`src/rtl/fp_rx_pkg.sv`:
```
// Shared definitions for the floating-point result receiver:
// default result width, IEEE-754 double field widths and a NaN classifier.
package fp_rx_pkg;

  localparam int DW_DEFAULT = 64;
  localparam int EXP_W      = 11;
  localparam int MAN_W      = 52;

  typedef struct packed {
    logic             sign_f;
    logic [EXP_W-1:0] exp_f;
    logic [MAN_W-1:0] man_f;
  } fp64_t;

  // NaN: exponent all ones and a non-zero mantissa (infinity has a zero mantissa).
  function automatic logic is_nan_f64(input fp64_t v);
    return (&v.exp_f) && (|v.man_f);
  endfunction

endpackage

```
`src/rtl/fp_rx_sync_fifo.sv`:
```
// Small in-order register FIFO with first-word fall-through read port.
// Push is ignored when full and pop is ignored when empty, so callers may
// drive raw handshake terms. DEPTH must be a power of two (natural pointer wrap).
module fp_rx_sync_fifo
  import fp_rx_pkg::*;
#(
  parameter int W     = DW_DEFAULT,
  parameter int DEPTH = 4
) (
  input  logic                         clk,
  input  logic                         rst,
  input  logic                         push,
  input  logic                         pop,
  input  logic [W-1:0]                 wdata,
  output logic [W-1:0]                 rdata,
  output logic                         full,
  output logic                         empty,
  output logic [$clog2(DEPTH+1)-1:0]   count
);

  localparam int AW = $clog2(DEPTH);
  localparam int CW = $clog2(DEPTH+1);

  logic [W-1:0]  mem_r [DEPTH];
  logic [AW-1:0] rd_ptr_r;
  logic [AW-1:0] wr_ptr_r;
  logic [CW-1:0] count_r;
  logic          do_push_s;
  logic          do_pop_s;

  assign full      = (count_r == CW'(DEPTH));
  assign empty     = (count_r == {CW{1'b0}});
  assign do_push_s = push && !full;
  assign do_pop_s  = pop && !empty;
  assign rdata     = mem_r[rd_ptr_r];
  assign count     = count_r;

  // Data array write; contents are only meaningful below the occupancy count, so no reset.
  always_ff @(posedge clk) begin
    if (do_push_s) begin
      mem_r[wr_ptr_r] <= wdata;
    end
  end

  // Pointer and occupancy bookkeeping; simultaneous push/pop keeps the count.
  always_ff @(posedge clk) begin
    if (rst) begin
      rd_ptr_r <= {AW{1'b0}};
      wr_ptr_r <= {AW{1'b0}};
      count_r  <= {CW{1'b0}};
    end else begin
      if (do_push_s) begin
        wr_ptr_r <= wr_ptr_r + AW'(1);
      end
      if (do_pop_s) begin
        rd_ptr_r <= rd_ptr_r + AW'(1);
      end
      case ({do_push_s, do_pop_s})
        2'b10:   count_r <= count_r + CW'(1);
        2'b01:   count_r <= count_r - CW'(1);
        default: count_r <= count_r;
      endcase
    end
  end

endmodule

```
`src/rtl/fp_axis_result_rx.sv`:
```
// Receive side of the floating-point IP: buffers AXIS results in an in-order
// FIFO, re-presents them on a valid/ready port and grants issue credits so the
// IP never owes more results than the FIFO can hold.
// Optional build macro FP_RX_NAN_CHECK_EN adds a per-entry NaN flag (DW must be 64).
module fp_axis_result_rx
  import fp_rx_pkg::*;
#(
  parameter int DW    = DW_DEFAULT,
  parameter int DEPTH = 4
) (
  input  logic                         clk,
  input  logic                         rst,
  input  logic                         issue,
  output logic                         issue_ok,
  input  logic                         s_axis_result_tvalid,
  output logic                         s_axis_result_tready,
  input  logic [DW-1:0]                s_axis_result_tdata,
  output logic                         out_valid,
  input  logic                         out_ready,
  output logic [DW-1:0]                out_data,
  output logic                         out_nan,
  output logic [$clog2(DEPTH+1)-1:0]   outstanding,
  output logic                         err
);

  localparam int CW = $clog2(DEPTH+1);
`ifdef FP_RX_NAN_CHECK_EN
  localparam int FW = DW + 1;
`else
  localparam int FW = DW;
`endif

  logic [FW-1:0] fifo_wdata_s;
  logic [FW-1:0] fifo_rdata_s;
  logic [DW-1:0] head_data_s;
  logic          head_nan_s;
  logic          full_s;
  logic          empty_s;
  logic [CW-1:0] count_s;
  logic          push_s;
  logic          pop_s;
  logic          issue_acc_s;
  logic          issue_bad_s;
  logic          unsolicited_s;
  logic [CW-1:0] outstanding_r;
  logic          err_r;

  // Every output is held low while reset is asserted.
  assign s_axis_result_tready = !rst && !full_s;
  assign out_valid            = !rst && !empty_s;
  assign issue_ok             = !rst && (outstanding_r < CW'(DEPTH));
  assign out_data             = rst ? {DW{1'b0}} : head_data_s;
  assign out_nan              = !rst && head_nan_s;
  assign outstanding          = rst ? {CW{1'b0}} : outstanding_r;
  assign err                  = !rst && err_r;

  assign push_s        = s_axis_result_tvalid && s_axis_result_tready;
  assign pop_s         = out_valid && out_ready;
  assign issue_acc_s   = issue && issue_ok;
  assign issue_bad_s   = issue && !issue_ok;
  // The IP owes outstanding - count results; a push with nothing owed is unsolicited.
  assign unsolicited_s = push_s && (outstanding_r <= count_s);

`ifdef FP_RX_NAN_CHECK_EN
  fp64_t push_fp_s;
  assign push_fp_s    = s_axis_result_tdata;
  assign fifo_wdata_s = {is_nan_f64(push_fp_s), s_axis_result_tdata};
  assign head_nan_s   = fifo_rdata_s[DW];
`else
  assign fifo_wdata_s = s_axis_result_tdata;
  assign head_nan_s   = 1'b0;
`endif
  assign head_data_s = fifo_rdata_s[DW-1:0];

  fp_rx_sync_fifo #(
    .W     (FW),
    .DEPTH (DEPTH)
  ) u_fifo (
    .clk   (clk),
    .rst   (rst),
    .push  (push_s),
    .pop   (pop_s),
    .wdata (fifo_wdata_s),
    .rdata (fifo_rdata_s),
    .full  (full_s),
    .empty (empty_s),
    .count (count_s)
  );

  // Credit counter: +1 per accepted issue, -1 per consumer pop, floor at zero.
  always_ff @(posedge clk) begin
    if (rst) begin
      outstanding_r <= {CW{1'b0}};
    end else begin
      case ({issue_acc_s, pop_s})
        2'b10:   outstanding_r <= outstanding_r + CW'(1);
        2'b01:   outstanding_r <= (outstanding_r != {CW{1'b0}}) ? outstanding_r - CW'(1)
                                                                : outstanding_r;
        default: outstanding_r <= outstanding_r;
      endcase
    end
  end

  // Sticky protocol error: issue without credit or a result nobody asked for.
  always_ff @(posedge clk) begin
    if (rst) begin
      err_r <= 1'b0;
    end else if (issue_bad_s || unsolicited_s) begin
      err_r <= 1'b1;
    end else begin
      err_r <= err_r;
    end
  end

endmodule

```
`config.mk`:
```
export PLATFORM = sky130hd
export DESIGN_NAME = fp_axis_result_rx
export DESIGN_NICKNAME = d
export VERILOG_FILES = /design/src/rtl/fp_rx_pkg.sv /design/src/rtl/fp_rx_sync_fifo.sv /design/src/rtl/fp_axis_result_rx.sv
export SDC_FILE = /design/constraint.sdc
export NUM_CORES = 1
export LEC_CHECK = 0
export CELL_PAD_IN_SITES_DETAIL_PLACEMENT = 0
export CELL_PAD_IN_SITES_GLOBAL_PLACEMENT = 1
export CORE_UTILIZATION = 45
export DETAILED_ROUTE_END_ITERATION = 8
export PLACE_DENSITY = 0.74
export SYNTH_ARGS = -nofsm -noshare
export SYNTH_HDL_FRONTEND = slang
export SYNTH_SLANG_ARGS = --single-unit
```
`constraint.sdc`:
```
create_clock -name clk -period 3.18 [get_ports clk]
set_input_delay 0.477 -clock clk [delete_from_list [all_inputs] [get_ports clk]]
set_output_delay 0.477 -clock clk [all_outputs]
set_load 0.1 [all_outputs]
```
**After elaboration in Yosys (flattened, before gate mapping)**

Memory sizes are Yosys's and may differ from the RTL's. A register that Yosys moved wholly into a read port is not among the register bits.
Cells that the tools add are included.

- $lt $le $gt $ge: 2
- Reduce and logical (&&, ||, !) cells: 21
- Mux-type cells: 9
- Equality and inequality tests: 6
- Add/subtract/negate cells: 6

Operators by type and width:

| cell | count |
|---|---|
| $mux W64 | 1 |
| $pmux W3 S2 | 2 |
| $logic_and A1 B1 Y1 | 11 |
| $add A3 B1 Y3 const B | 2 |
| $mux W3 | 2 |
| $sub A3 B1 Y3 const B | 2 |
| $add A2 B1 Y2 const B | 2 |
| $eq A2 B1 Y1 const B | 2 |
| $eq A2 B2 Y1 const B | 2 |
| $logic_not A1 Y1 | 4 |
| $mux W2 | 2 |
| $reduce_bool A2 Y1 | 2 |
| $eq A3 B3 Y1 const B | 1 |
| $le A3 B3 Y1 | 1 |
| $logic_not A3 Y1 | 1 |
| $lt A3 B3 Y1 const B | 1 |
| $reduce_bool A3 Y1 | 1 |
| $mux W1 | 2 |
| $ne A2 B2 Y1 const B | 1 |
| $reduce_and A2 Y1 | 1 |
| $logic_or A1 B1 Y1 | 1 |

- Memories: 1
- Bits of input ports: 69
- Output and inout bits: 72
- Bits in writable memories: 256
- Bits in registers: 11
- Logic and storage cells: 50

Memories:

| name | depth | width | read ports | clocked after memory_dff | wr ports | RTL line | RTL |
|---|---|---|---|---|---|---|---|
| u_fifo.mem_r | 4 | 64 | 1 | 1 | 1 | fp_rx_sync_fifo.sv:24 | `logic [W-1:0] mem_r [DEPTH];` |

**Depth between registers and ports, before layout**

- Word-level depth: 7
- Depth in mapped cells: 9
- Depth with buffers taken out: 9

**Hierarchy**

A second synthesis with hierarchy kept.

- Cells, all modules: 511
- Area total of the unflattened synthesis: 10628.9 µm²

By module, submodules not included:

| module | seq. area each (µm²) | instances | area each (µm²) | cells each |
|---|---|---|---|---|
| fp_rx_sync_fifo | 7867.5 | 1 | 9785.6 | 388 |
| fp_axis_result_rx | 80.1 | 1 | 843.3 | 123 |

**Worst setup path after synthesis**

OpenSTA, ideal clock, no wires.

- Kind: input port to output port
- From: input rst
- To: output s_axis_result_tready
- Setup slack: 234 ps
- Path buffers: 3
- Required time: 2703 ps
- Stages: 4
- Arrival: 2469 ps
- Path through: clkbuf_1 buf_2 buf_2 a21oi_1

- Word-level cells in the longest chain between the ends: 2

RTL lines:

| element | RTL line | RTL |
|---|---|---|
| start, declared | fp_axis_result_rx.sv:12 | `input logic rst,` |
| $logic_not A1 Y1 | fp_axis_result_rx.sv:49 | `assign s_axis_result_tready = !rst && !full_s;` |
| $logic_and A1 B1 Y1 | fp_axis_result_rx.sv:49 |  |
| end, declared | fp_axis_result_rx.sv:16 | `output logic s_axis_result_tready,` |

No other way between the ends.

==> summary.md <==
| Metric | Value |
|---|---|
| Max-Slew Margin vs Limit | 63.0% |
| First-pass GRT wire length | 31.6 mm |
| Mapped Cells | 496 |
| Final Critical Period | 2.81 ns |
| Crit Path Max Fanout | 34 |
| Total setup buffers inserted after CTS | 0 |
| IO Port Bufs | 139 |
| Placed cell areas | 12500 um^2 |
| Synth Area in Adders | 1.34% |
| VDD IR max | 0.456 mV |
| Final hold vios | 0 |
| Hold Path Depth | 2 |
| Via count | 5111 |
| Synth cell types | 35 |
| Hold Path Class | input pin to flip-flop |
| Total gr overflow | 0 |
| Synth cell count leaders | edfxtp_1, nor2b_1, mux4_2, nor2_1 |
| Ports | 141 |
| Simple-Gate Fraction of Synth Area | 5.57% |
| Clock Pin Slew Worst Setup and Hold Paths | 0.06 ns |
| Hold_sp | rst |
| Starting DRT DRC Count | 392 |
| Row cnt | 55 |
| Root Buffer | clkbuf_16 |
| Worst setup EP type | primary output |
| Crit path DAT | 2.33 ns |
| Biggest area consumer among synthesized cells | edfxtp_1 |
| Die W | 154 um |
| Final worst path period share | 88.4% |
| Vias in the first global route | 5533 |
| Final wirelength | 20.1 mm |
| Slew at the pin with the worst max-slew slack | 0.556 ns |
| Synthesis-to-layout area growth | 28.5% |
| Largest net degree at the start of global routing | 47 |
| Netlist area before placement | 10400 um^2 |
| Clock latency on the worst-skew pair | 0.53 ns |
| Synth Area in XOR/XNOR | 0.420% |
| Startpoint Class | flip-flop |
| Sequential power share | 48.4% |
| Req. time, crit path | 2.70 ns |
| CP delay by family, top | flip-flops |
| Logic pwr share | 15.7% |
| R2R Path End | u_fifo.count[2] |
| Max stage delay cell, worst path | dfxtp_4 |
| Setup Skew | 0.00938 ns |
| Most common cell in the synthesized netlist | edfxtp_1 |
| Post-synth top area share | 73.7% |
| Hold path endpoint | u_fifo.rd_ptr_r[1] |
| Final nets | 734 |
| Top cells by area, synth | edfxtp_1, mux4_2, nor2b_1 |
| Initial core utilization | 45.9% |
| Die area | 23800 um^2 |
| Pint | 6.21 mW |
| Post-cts resize count | 0 |
| Number of enable flip-flop cells after synthesis | 256 |
| Synthesized-area fraction occupied by ao, oa, aoi and oai cells | 0.828% |
| Design area | 13400 um^2 |
| TritonCTS Sinks | 269 |
| Routed Antenna Nets | 0 |
| Largest family of logic cells by synthesized area | multiplexers |
| Pre-Repair DR Iteration Count | 4 |
| Deepest clock path buffer count | 3 |
| Pleak | 4.37 nW |
| Run status | finished clean |
| Mean Syn Cell Area | 21.0 um^2 |
| PwrDens | 622 nW/um^2 |
| Final Setup Violations | 0 |
| Area of the core | 22700 um^2 |
| Total CTS buffers | 28 |
| Async set-or-reset flop fraction in the synthesized netlist | 0% |
| Fmax | 356 MHz |
| GR Layer Usage met3 | 3.61% |
| Setup_tns | 0 ns |
| Initial antenna violation count | 0 |
| Seq/Total Area, Yosys | 76.2% |
| Layout filler cell count | 1645 |
| Post-route worst setup slack | 0.368 ns |
| ANT cells | 0 |
| Detailed Place HPWL | 12.4 mm |
| CTS tree | yes |
| Clock network power share | 35.8% |
| Met1 GRT Util | 24.2% |
| Slew Viols, Final | 0 |
| GR Util met2 | 28.9% |
| GRT Overall Usage | 17.6% |
| Slowest stage delay, CP | 0.69 ns |
| Kind of critical path | flip-flop to primary output |
| Crit-path cells | buf_12 > mux4_2 > nor2b_1 > buf_4 |
| DRC | 0 |
| Crit Reg-Reg Startpoint | u_fifo.count[0] |
| Switching Share | 25.4% |
| RSZ-0062 raised after global routing | false |
| Die Y | 154 um |
| Max cap viols | 0 |
| Post-DR wirelength/cell | 20.9 um |
| Htree depth | 1 |
| Pre-CTS WS | 0.490 ns |
| Top FF cell, synth | edfxtp_1 |
| WP buf/inv | 2 |
| Switching power | 2.12 mW |
| Hold-fix buffers at CTS | 0 |
| Mux share of post-synthesis cell area | 14.1% |
| Yosys reg bits | 269 |
| Share of layout cells above drive strength 1 | 29.2% |
| GRT busiest layer | met2 |
| R2R setup slack | 0.89 ns |
| Cells on worst reg2reg path | 8 |
| Yosys warns | 0 |
| Placer congestion estimate | 0.726 |
| Post-DR vias/cell | 5.31 |
| Synthesized net count | 575 |
state kept, by name, indices dropped and copies added (netlist names), named ones only:
register / count
u_fifo.wr_ptr_r: 2
outstanding_r: 3
err_r: 1
u_fifo.mem_r: 256
u_fifo.count: 3
u_fifo.rd_ptr_r: 2
final cells by class:
class	count	area, um^2	share of cell area, %
flip-flops and latches	269	7960	59.4
multi-input cells	192	2340	17.5
repair buffers	153	1850	13.8
clock buffers	40	767	5.73
well taps	285	357	2.66
clock inverters	12	78.8	0.589
inverters	11	41.3	0.308
worst max path at each step:
| stage | from | end | slack [ns] | cells after the start |
|---|---|---|---|---|
| detailed placement | out_ready | u_fifo.count[2] | 0.49 | 8 |
| CTS | flip-flop | out_data[26] | 0.31 | 4 |
| finish | flip-flop | out_data[4] | 0.37 | 4 |
| floorplan | rst | s_axis_result_tready | 0.23 | 4 |
| global route | flip-flop | out_data[32] | 0.27 | 4 |
| global placement | out_ready | u_fifo.count[2] | 0.53 | 8 |
kinds of logic (layout without fill, tap and decap cells):
family / count (synthesis) / after routing
other: 1 / 1
DFF: 269 / 269
muxes: 67 / 67
adders and majority gates: 10 / 10
and+or+nand+nor: 96 / 96
buffers and inverters: 35 / 216
AOI/OAI and AO/OA: 13 / 13
xor gates and xnor gates: 5 / 5
cells in the final DEF, fill, tap and decap left out, types with 2 or more instances in the layout:
master,instances
a21oi_1,5
nor2b_1,67
o21ai_0,2
mux4_2,64
xor2_1,2
inv_1,11
ha_1,8
xnor2_1,3
clkinv_2,6
clkbuf_1,11
edfxtp_1,256
fa_1,2
mux2_1,2
dfxtp_4,2
buf_12,43
nor2_1,14
clkbuf_16,29
and2_4,4
clkdlybuf4s50_1,67
buf_4,43
nand2_1,3
dfxtp_1,11
clkinv_1,5
metal layers:
layer  up-vias  wire length, um
met4         0              380
met1      2622             8380
li1       2300                -
met2       161            10000
met5         -                0
met3        28             1320
power groups by stage:
stage          Sequential (mW)  Combinational, mW  Clock [mW]
6_report                  4.03               1.31        2.98
5_1_grt                   4.04               1.38        3.20
4_1_cts                   4.04               1.33        3.06
3_5_place_dp              4.11               1.32           0
3_3_place_gp              4.10               1.31           0
2_1_floorplan             4.10              0.890           0
per-stage QoR:
| stage | std cells | util [%] | hold WS [ns] | power (mW) |
|---|---|---|---|---|
| CTS | 962 | 59.0 | 0.436 | 8.42 |
| global route | 962 | 59.0 | 0.481 | 8.62 |
| detailed placement | 910 | 55.2 | 0.507 | 5.43 |
| global placement | 910 | 55.2 | 0.506 | 5.41 |
| floorplan | 496 | - | 0.473 | 4.99 |
| finish | 962 | 59.0 | 0.448 | 8.33 |
Power figures use the tool's default switching activity.
